File: src/rtl/image_store_arbiter.sv
// Packet-granular 2:1 Avalon-ST arbiter with a single registered output stage and channel tag.
// Optional build macro IMAGE_STORE_ARB_FIXED_PRI_EN selects fixed priority (source 0) instead of round-robin.
module image_store_arbiter #(
  parameter int DATA_WIDTH = 10
) (
  input  logic                  clk,
  input  logic                  rst,
  input  logic [DATA_WIDTH-1:0] din_0_data,
  input  logic                  din_0_valid,
  output logic                  din_0_ready,
  input  logic                  din_0_startofpacket,
  input  logic                  din_0_endofpacket,
  input  logic [DATA_WIDTH-1:0] din_1_data,
  input  logic                  din_1_valid,
  output logic                  din_1_ready,
  input  logic                  din_1_startofpacket,
  input  logic                  din_1_endofpacket,
  output logic [DATA_WIDTH-1:0] dout_data,
  output logic                  dout_valid,
  input  logic                  dout_ready,
  output logic                  dout_startofpacket,
  output logic                  dout_endofpacket,
  output logic                  dout_channel
);

  typedef enum logic [1:0] {IDLE, GRANT0, GRANT1} state_t;

  state_t                state_reg;
  logic                  out_free;
  logic                  sel;
  logic                  beat_accept;
  logic [1:0]            granted;
  logic [DATA_WIDTH-1:0] in_data [2];
  logic [1:0]            in_valid;
  logic [1:0]            in_sop;
  logic [1:0]            in_eop;
  logic [1:0]            in_ready;
  logic [1:0]            in_accept;

  assign in_data[0] = din_0_data;
  assign in_data[1] = din_1_data;
  assign in_valid   = {din_1_valid, din_0_valid};
  assign in_sop     = {din_1_startofpacket, din_0_startofpacket};
  assign in_eop     = {din_1_endofpacket, din_0_endofpacket};
  assign granted    = {state_reg == GRANT1, state_reg == GRANT0};

  assign out_free    = !dout_valid | dout_ready;
  assign sel         = (state_reg == GRANT1);
  assign beat_accept = |in_accept;

  // Ready depends only on state and downstream ready, never on din valid.
  genvar gi;
  generate
    for (gi = 0; gi < 2; gi++) begin : g_src
      assign in_ready[gi]  = granted[gi] & out_free;
      assign in_accept[gi] = in_valid[gi] & in_ready[gi];
    end
  endgenerate

  assign din_0_ready = in_ready[0];
  assign din_1_ready = in_ready[1];

`ifndef IMAGE_STORE_ARB_FIXED_PRI_EN
  // Remembers the source of the most recently completed packet for round-robin ties.
  logic last_grant_reg;

  always_ff @(posedge clk or posedge rst) begin
    if (rst) begin
      last_grant_reg <= 1'b1;
    end else if (in_accept[0] & in_eop[0]) begin
      last_grant_reg <= 1'b0;
    end else if (in_accept[1] & in_eop[1]) begin
      last_grant_reg <= 1'b1;
    end
  end
`endif

  always_ff @(posedge clk or posedge rst) begin
    if (rst) begin
      state_reg          <= IDLE;
      dout_data          <= '0;
      dout_valid         <= 1'b0;
      dout_startofpacket <= 1'b0;
      dout_endofpacket   <= 1'b0;
      dout_channel       <= 1'b0;
    end else begin
      if (out_free) begin
        if (beat_accept) begin
          dout_data          <= in_data[sel];
          dout_valid         <= 1'b1;
          dout_startofpacket <= in_sop[sel];
          dout_endofpacket   <= in_eop[sel];
          dout_channel       <= sel;
        end else begin
          dout_valid <= 1'b0;
        end
      end

      // The grant is held for a whole packet; only an accepted EOP releases it.
      case (state_reg)
        IDLE: begin
          if (in_valid[0] & in_valid[1]) begin
`ifdef IMAGE_STORE_ARB_FIXED_PRI_EN
            state_reg <= GRANT0;
`else
            state_reg <= last_grant_reg ? GRANT0 : GRANT1;
`endif
          end else if (in_valid[0]) begin
            state_reg <= GRANT0;
          end else if (in_valid[1]) begin
            state_reg <= GRANT1;
          end
        end
        GRANT0: begin
          if (in_accept[0] & in_eop[0]) state_reg <= IDLE;
        end
        GRANT1: begin
          if (in_accept[1] & in_eop[1]) state_reg <= IDLE;
        end
        default: state_reg <= IDLE;
      endcase
    end
  end

endmodule

File: config.mk
export PLATFORM = sky130hd
export DESIGN_NAME = image_store_arbiter
export DESIGN_NICKNAME = d
export VERILOG_FILES = /design/src/rtl/image_store_arbiter.sv
export SDC_FILE = /design/constraint.sdc
export NUM_CORES = 1
export LEC_CHECK = 0
export BUFFER_PORTS_ARGS = -buffer_cell sky130_fd_sc_hd__buf_4
export CORE_MARGIN = 3
export CORE_UTILIZATION = 48
export CTS_CLUSTER_DIAMETER = 80
export DETAILED_ROUTE_END_ITERATION = 7
export GPL_TIMING_DRIVEN = 1
export PLACE_DENSITY = 0.95
export SETUP_SLACK_MARGIN = 0.2
export SYNTH_ARGS = -nofsm -noshare
export SYNTH_HDL_FRONTEND = slang
export SYNTH_SLANG_ARGS = --single-unit
File: constraint.sdc
create_clock -name clk -period 2.2 [get_ports clk]
set_input_delay 0.22 -clock clk [delete_from_list [all_inputs] [get_ports clk]]
set_output_delay 0.22 -clock clk [all_outputs]
set_load 0.02 [all_outputs]
Yosys cells after proc, flatten, opt, wreduce, memory -nomap -nowiden
Cells that the tools add are included.

storage, ports and cells
  bits of input ports = 29
  bits in registers = 17
  output and inout bits = 16

cells by class
  order comparisons = 2
  bitwise operators = 9
  equal/unequal tests = 5
  multiplexer cells = 17
  reduce and logical (&&, ||, !) cells = 6

operators by type and width
  cell                                                count
  two-way mux 10 bit                                  3
  two-way mux 2 bit                                   6
  bitwise AND 1 bit                                   7
  two-way mux 1 bit                                   7
  case mux 2 bit (3 select lines)                     1
  != test 2 x 1 -> 1 bit, second input constant       2
  != test 4 bit, second input constant                1
  AND reduction 3 bit                                 1
  == test 2 x 1 -> 1 bit, second input constant       1
  == test 2 bit, second input constant                1
  >= comparator 2 bit, second input constant          1
  zero test 2 bit                                     1
  < comparator 1 x 2 -> 1 bit, second input constant  1
  NOT 1 -> 2 bit                                      1
  AND reduction 2 bit                                 1
  nonzero test 2 bit                                  1
  OR reduction 2 bit                                  1
  zero test 1 bit                                     1
  bitwise OR 1 bit                                    1

Logic depth before layout (Yosys ltp)
Gate-level depths: netlist of run 1.

  depth in word-level cells = 7
  gate-level depth with buffers = 5
  mapped depth without buffers = 3

Worst setup path before layout of run 1
OpenSTA, ideal clock, no wires.

  path type = register to register
  start point = register dout_valid
  end point = register dout_data[0]
  cell stages (with the launch flop) = 6
  path buffers = 2
  slack = 649 ps
  clock period less this slack = 1551 ps
  data arrival time = 1426 ps
  cell sequence = dfrtp_1 -> nor2b_1 -> clkbuf_1 -> a21oi_4 -> buf_6 -> mux2_4

on the way
  cells in the longest elaborated chain, start to end = 6

RTL lines
  item                             RTL line  RTL
  start, declared                  19        output logic dout_valid,
  start signal, assigned           82        dout_valid <= 1'b0;
  start signal, assigned           90        dout_valid <= 1'b1;
  start signal, assigned           95        dout_valid <= 1'b0;
  zero test 1 bit *                47        assign out_free = !dout_valid | dout_ready;
  bitwise OR 1 bit *               47
  bitwise AND 1 bit                55        assign in_ready[gi] = granted[gi] & out_free;
  bitwise AND 1 bit                56        assign in_accept[gi] = in_valid[gi] & in_ready[gi];
  OR reduction 2 bit               49        assign beat_accept = |in_accept;
  AND reduction 2 bit (no line) *  --
  end signal, assigned             89        dout_data <= in_data[sel];
  end, declared                    18        output logic [DATA_WIDTH-1:0] dout_data,

Mark *: on every way between the ends. The rest lies on a longest branch, timed or not.
A chain may end at the register's enable or synchronous reset.

Worst setup path in the final report of run 1
  start point = register state_reg[1]
  end point = register dout_endofpacket

on the way
  cells in the longest elaborated chain, start to end = 5

RTL lines
  item                                                            RTL line  RTL
  start, declared                                                 28        state_t state_reg;
  start signal, assigned                                          106       state_reg <= last_grant_reg ? GRANT0 : GRANT1;
  == test 2 x 1 -> 1 bit / == test 2 bit (equally long branches)  45, 48
  bitwise AND 1 bit                                               55
  bitwise AND 1 bit                                               56
  OR reduction 2 bit                                              49
  AND reduction 2 bit (no line)                                   --
  end signal, assigned                                            92        dout_endofpacket <= in_eop[sel];
  end, declared                                                   22        output logic dout_endofpacket,

Parallel ways exist; a longest one is shown, timed or not. The select of a mux whose other input is x is not followed.

==> run_results.csv, run 1 <==
group,metric,value,unit
floorplanning,placementRows,15,
sta,final.period_utilization,79.3,%
routing,drt-total-wl,2080,µm
grt,overflow,0,
floorplanning,die_h,50.2,µm
logic_synthesis,synth-main-ff-cell,"sky130_fd_sc_hd__dfrtp_1",
routing,detail_route.iter0.violations,13,
placed_design,routabilityCongestion,0.720,
cells_and_area,synthToLayoutAreaGrowth,38.5,%
sta,max_clock_freq,573,MHz
grt,grt.total_usage,17.0,%
placed_design,place.port_buffers,44,
routing,num_vias,717,
logic_synthesis,synth_largest_type_area_fraction,42.6,%
logic_synthesis,synth.largest_area_cell,"sky130_fd_sc_hd__dfrtp_1",
sta,setup_tns,0,ps
grt,first_global_vias,715,
setup_path,path_max_fanout,14,
clocking,cts_tree,"yes",
logic_synthesis,synth_fp_nets,97,
setup_path,timing.setup.critical_path_class,"register to register",
power_and_ir_drop,intPower,1.15,mW
sta,timing.final.setup_violations,0,
logic_synthesis,postSynth.asyncResetShare,100,%
cells_and_area,stdcell_area,1300,µm²
logic_synthesis,ys_seq_elements,17,
sta,tightest_slew,627,ps
placed_design,placedInstanceArea,1270,µm²
routing,drt_drc_violations_left,0,
setup_path,worstSetupStartpointType,"register",
status,run_status,"finished clean",
clocking,post_cts_resized,0,
sta,slew_violations,0,
placed_design,place.detailed.hpwl,1690,µm
setup_path,worstRegToRegCells,3,
cells_and_area,finalNonFillerCells,138,
floorplanning,fp.dieW,50.2,µm
flow_run,cap_violations,0,
logic_synthesis,syn_area,940,µm²
power_and_ir_drop,cellPowerDensity,1420,nW/µm²
routing,detail_route.vias_per_cell,5.20,
floorplanning,fp.dieArea,2520,µm²
logic_synthesis,synth.avg_cell_area,13.8,µm²
clocking,max-clock-path-buffers,2,
logic_synthesis,synth_edf_count,0,
logic_synthesis,most_area_consuming_cells_after_synthesis,"sky130_fd_sc_hd__dfrtp_1 (43%), sky130_fd_sc_hd__mux2_4 (26%), sky130_fd_sc_hd__mux2_2 (9.6%), sky130_fd_sc_hd__dfstp_2 (2.8%), sky130_fd_sc_hd__buf_6 (2.4%)",
sta,setup_repair_after_global_routing_missed_its_margin,"false",
sta,skew,1.71,ps
power_and_ir_drop,power_frac_comb,59.0,%
floorplanning,coreArea,1780,µm²
cells_and_area,largest_reg_flops,10,
cells_and_area,layout.filler_cells,140,
sta,finalHoldViolCount,0,
power_and_ir_drop,max-vdd-ir-drop,0.712,mV
routing,firstDrtPassIters,4,
clocking,clock_latency,280,ps
routing,route.detailed.wl_per_inst,15.1,µm
power_and_ir_drop,seqPwrFrac,32.3,%
floorplanning,initial_core_util,52.7,%
power_and_ir_drop,power_leakage,0.648,nW
setup_path,worst_setup_path_end_kind,"register",
setup_path,ff2ff_setup_slack,450,ps
cells_and_area,post_route_cells_drive_above_1_share,66.4,%
setup_path,crit_path_start,"state_reg[1]",
clocking,cts.reportedPaths.clkPinSlew,90,ps
sta,max_slew_margin,58.1,%
power_and_ir_drop,power_switching,0.693,mW
setup_path,worst-endpoint-arrival,1910,ps
clocking,htree_levels,1,
clocking,postCtsSetupRepairBufs,0,
routing,final_antenna_net_count,0,
logic_synthesis,synth.cells.most_frequent,"sky130_fd_sc_hd__dfrtp_1 (16), sky130_fd_sc_hd__mux2_4 (16), sky130_fd_sc_hd__mux2_2 (8)",
cells_and_area,antennaDiodeCount,0,
placed_design,placed_cells,134,
logic_synthesis,netlist_instances,68,
floorplanning,design.portCount,45,
setup_path,timing.rr.start,"state_reg[1]",
grt,antenna_found_initial,0,
grt,largest_net_degree_at_the_start_of_global_routing,18,
clocking,cts_hold_buf,0,
power_and_ir_drop,power.share.switching,37.6,%
clocking,cts_inserted_buffers,3,
logic_synthesis,synth_warnings,0,
clocking,root_buffer,"sky130_fd_sc_hd__clkbuf_4",
power_and_ir_drop,clkPwrFrac,8.7,%
sta,fin_crit,1750,ps
logic_synthesis,synth.yosys.seq_area_share,45.4,%
grt,first_pass_grt_wire_length,3240,µm
hold_path,holdCritPathClass,"input pin to async pin",
setup_path,critPathRequiredTime,2370,ps
logic_synthesis,synth.lib_cells_used.distinct,21,
clocking,clock_sink_count,17,
cells_and_area,finish.net_count,143,
[area by class of cell]
cell class	instances	area (µm²)	share of cell area, %
Multi-Input combinational cell	46	479	36.8
Sequential cell	17	427	32.8
Timing Repair Buffer	44	330	25.4
Tap cell	25	31.3	2.40
Clock buffer	4	26.3	2.02
Inverter	2	7.51	0.577
[worst max-delay path, stage by stage (launching register included)]
cell and delay (ps):
sky130_fd_sc_hd__dfrtp_1 480, sky130_fd_sc_hd__nand3b_1 240, sky130_fd_sc_hd__a21oi_4 500, sky130_fd_sc_hd__mux2_2 410
[worst paths after layout]
| path | to |
|---|---|
| min in group clk | dout_channel |
| max | dout_endofpacket |
| min | state_reg[0] |
| max in group asynchronous | dout_valid |
| max reg2reg | dout_endofpacket |
| min reg2reg | dout_data[8] |
[per-layer routing]
| layer | wire length, µm | GRT usage, % | vias to the layer above |
|---|---|---|---|
| met5 | 0 | 0 | - |
| met4 | 21 | 5.53 | 0 |
| met3 | 102 | 3.26 | 2 |
| met2 | 1230 | 33.0 | 24 |
| met1 | 719 | 17.9 | 357 |
| li1 | - | - | 334 |
[placed cells by master, fill, tap and decap left out, drive strengths merged, types with 2 or more instances in the layout]
master / Yosys / routed
a21oi: 3 / 3
buf: 2 / 44
clkbuf: 1 / 4
dfrtp: 16 / 16
inv: 2 / 2
mux2: 24 / 24
nand2: 3 / 3
nand2b: 3 / 3
nand3b: 3 / 3
nor2: 3 / 3
[through the flow]
step | setup slack [ps] | hold slack, ps | util [%] | total power, mW
after detailed placement | 470 | 354 | 71.5 | 1.70
after global placement | 542 | 324 | 71.5 | 1.65
after global routing | 382 | 59.4 | 73.0 | 1.95
after floorplan | 649 | 145 | - | 1.36
final | 455 | 18.8 | 73.0 | 1.84
after CTS | 454 | 36.8 | 73.0 | 1.86
[logic make-up after synthesis]
kind of cell | share of synthesized area (%)
buf+inv | 3.59
flops | 45.4
mux | 35.2
simple gates | 9.45
compound gates | 6.39
[power groups by stage]
stage	combinational (mW)	sequential (mW)	clock, mW
6_report	1.09	0.595	0.159
5_1_grt	1.15	0.615	0.182
4_1_cts	1.10	0.595	0.165
3_5_place_dp	1.10	0.600	0
3_3_place_gp	1.06	0.592	0
2_1_floorplan	0.613	0.743	0
Power figures use the tool's default switching activity.
==> run 2: changes to the inputs <==
--- a/config.mk
+++ b/config.mk
@@ -7,11 +7,11 @@
 export LEC_CHECK = 0
 export BUFFER_PORTS_ARGS = -buffer_cell sky130_fd_sc_hd__buf_4
 export CORE_MARGIN = 3
-export CORE_UTILIZATION = 48
+export CORE_UTILIZATION = 45
 export CTS_CLUSTER_DIAMETER = 80
 export DETAILED_ROUTE_END_ITERATION = 7
 export GPL_TIMING_DRIVEN = 1
-export PLACE_DENSITY = 0.95
+export PLACE_DENSITY = 0.9
 export SETUP_SLACK_MARGIN = 0.2
 export SYNTH_ARGS = -nofsm -noshare
 export SYNTH_HDL_FRONTEND = slang
==> constraint.sdc (replaced) <==
create_clock -name clk -period 1.7 [get_ports clk]
set_input_delay 0.17 -clock clk [delete_from_list [all_inputs] [get_ports clk]]
set_output_delay 0.17 -clock clk [all_outputs]
set_load 0.02 [all_outputs]
==> run_results.csv, run 2 (same netlist as run 1, synthesis figures left out) <==
group,metric,value,unit
cells_and_area,post_route_cells_drive_above_1_share,72.3,%
sta,timing.final.setup_violations,0,
sta,fin_crit,1510,ps
hold_path,holdCritPathClass,"input pin to register",
floorplanning,die_h,51.7,µm
clocking,root_buffer,"sky130_fd_sc_hd__clkbuf_4",
setup_path,timing.rr.start,"state_reg[0]",
routing,detail_route.vias_per_cell,5.19,
sta,setup_repair_after_global_routing_missed_its_margin,"true",
routing,detail_route.iter0.violations,6,
routing,drt_drc_violations_left,0,
cells_and_area,layout.cells.most_common,"sky130_fd_sc_hd__buf_4",
floorplanning,placementRows,15,
cells_and_area,synthToLayoutAreaGrowth,48.7,%
setup_path,critPathRequiredTime,1880,ps
clocking,max-clock-path-buffers,2,
flow_run,cap_violations,0,
cells_and_area,leading_cell_types_in_the_layout_fill_and_taps_excluded,"sky130_fd_sc_hd__buf_4 (46), sky130_fd_sc_hd__mux2_4 (16), sky130_fd_sc_hd__dfrtp_1 (14)",
placed_design,routabilityCongestion,0.711,
setup_path,worst-endpoint-arrival,1700,ps
clocking,cts.reportedPaths.clkPinSlew,110,ps
setup_path,worst_setup_path_end_kind,"register",
sta,finalHoldViolCount,0,
clocking,clock_sink_count,17,
cells_and_area,finalNonFillerCells,144,
setup_path,path_max_fanout,8,
grt,first_pass_grt_wire_length,3750,µm
grt,largest_net_degree_at_the_start_of_global_routing,18,
sta,max_clock_freq,661,MHz
power_and_ir_drop,cellPowerDensity,1870,nW/µm²
cells_and_area,finish.net_count,149,
placed_design,placedInstanceArea,1300,µm²
routing,num_vias,747,
sta,setup_tns,0,ps
grt,overflow,0,
routing,route.detailed.wl_per_inst,16.1,µm
clocking,cts_inserted_buffers,3,
floorplanning,fp.dieW,51.7,µm
floorplanning,coreArea,1840,µm²
setup_path,worstSetupStartpointType,"register",
grt,met3_usage,3.72,%
placed_design,place.port_buffers,44,
power_and_ir_drop,power_leakage,0.692,nW
sta,max_slew_margin,58.2,%
grt,grt.total_usage,19.4,%
placed_design,place.detailed.hpwl,1790,µm
clocking,htree_levels,1,
cells_and_area,stdcell_area,1400,µm²
clocking,clock_latency,300,ps
routing,final_antenna_net_count,0,
grt,grt.met2_usage,39.2,%
status,run_status,"finished clean",
sta,slew_violations,0,
floorplanning,initial_core_util,51.1,%
setup_path,timing.setup.critical_path_class,"register to register",
routing,firstDrtPassIters,2,
floorplanning,fp.dieArea,2670,µm²
grt,first_global_vias,805,
setup_path,crit_path_start,"state_reg[0]",
sta,skew,11.2,ps
cells_and_area,antennaDiodeCount,0,
clocking,cts_tree,"yes",
grt,antenna_found_initial,0,
floorplanning,design.portCount,45,
placed_design,placed_cells,136,
grt,met1_usage,19.5,%
cells_and_area,largest_reg_flops,10,
sta,final.period_utilization,89.0,%
routing,drt-total-wl,2320,µm
power_and_ir_drop,max-vdd-ir-drop,1.05,mV
hold_path,worst_min_delay_path_startpoint,"din_1_valid",
grt,top_usage_layer,"met2",
sta,tightest_slew,626,ps
-- run 2: cell type report --
type                            instances  area, µm²
Multi-Input combinational cell         46        487
Fill cell                             137        442
Sequential cell                        17        429
Timing Repair Buffer                   50        415
Tap cell                               25       31.3
Clock buffer                            3       22.5
Inverter                                2       7.51
Clock inverter                          1       5.00
-- run 2: final timing paths --
path	end	slack [ps]	depth (start not counted)
min in group asynchronous	dout_data[1]	490	3
setup reg to reg	dout_data[4]	190	4
max in group asynchronous	state_reg[0]	780	3
setup / recovery	dout_data[4]	190	4
hold reg to reg	state_reg[1]	520	1
hold / removal	dout_channel	140	2
-- run 2: repair_timing --
action                     in CTS  in global routing
gates resized for setup         2                  3
pin swaps                       0                  0
hold buffers                    1                  0
setup endpoints to repair       9                 14
setup buffers                   3                  0
hold endpoints to repair       16                  0
-- run 2: per-layer routing --
layer / up-vias / wire length, µm
met1: 376 / 774
met5: - / 0
li1: 342 / -
met2: 24 / 1400
met3: 5 / 103
met4: 0 / 36
-- run 2: stage by stage --
stage	hold WS, ps	setup WS, ps	util, %	total power [mW]
2_1_floorplan	95.3	188	-	1.76
3_3_place_gp	281	229	70.8	2.19
3_5_place_dp	280	178	70.8	2.25
4_1_cts	135	194	75.6	2.61
5_1_grt	119	148	76.0	2.76
6_report	136	187	76.0	2.61
-- run 2: worst max-delay path, stage by stage (launching register included) --
cell and delay [ps]:
sky130_fd_sc_hd__dfrtp_2 460, sky130_fd_sc_hd__nand2b_4 220, sky130_fd_sc_hd__buf_12 160, sky130_fd_sc_hd__mux2_4 290
sky130_fd_sc_hd__mux2_4 260
-- run 2: power breakdown --
| part | leakage [nW] | internal (mW) | switching [mW] |
|---|---|---|---|
| Sequential | 0.198 | 0.624 | 0.146 |
| Clock | 0.0177 | 0.0877 | 0.135 |
| Combinational | 0.476 | 0.931 | 0.685 |
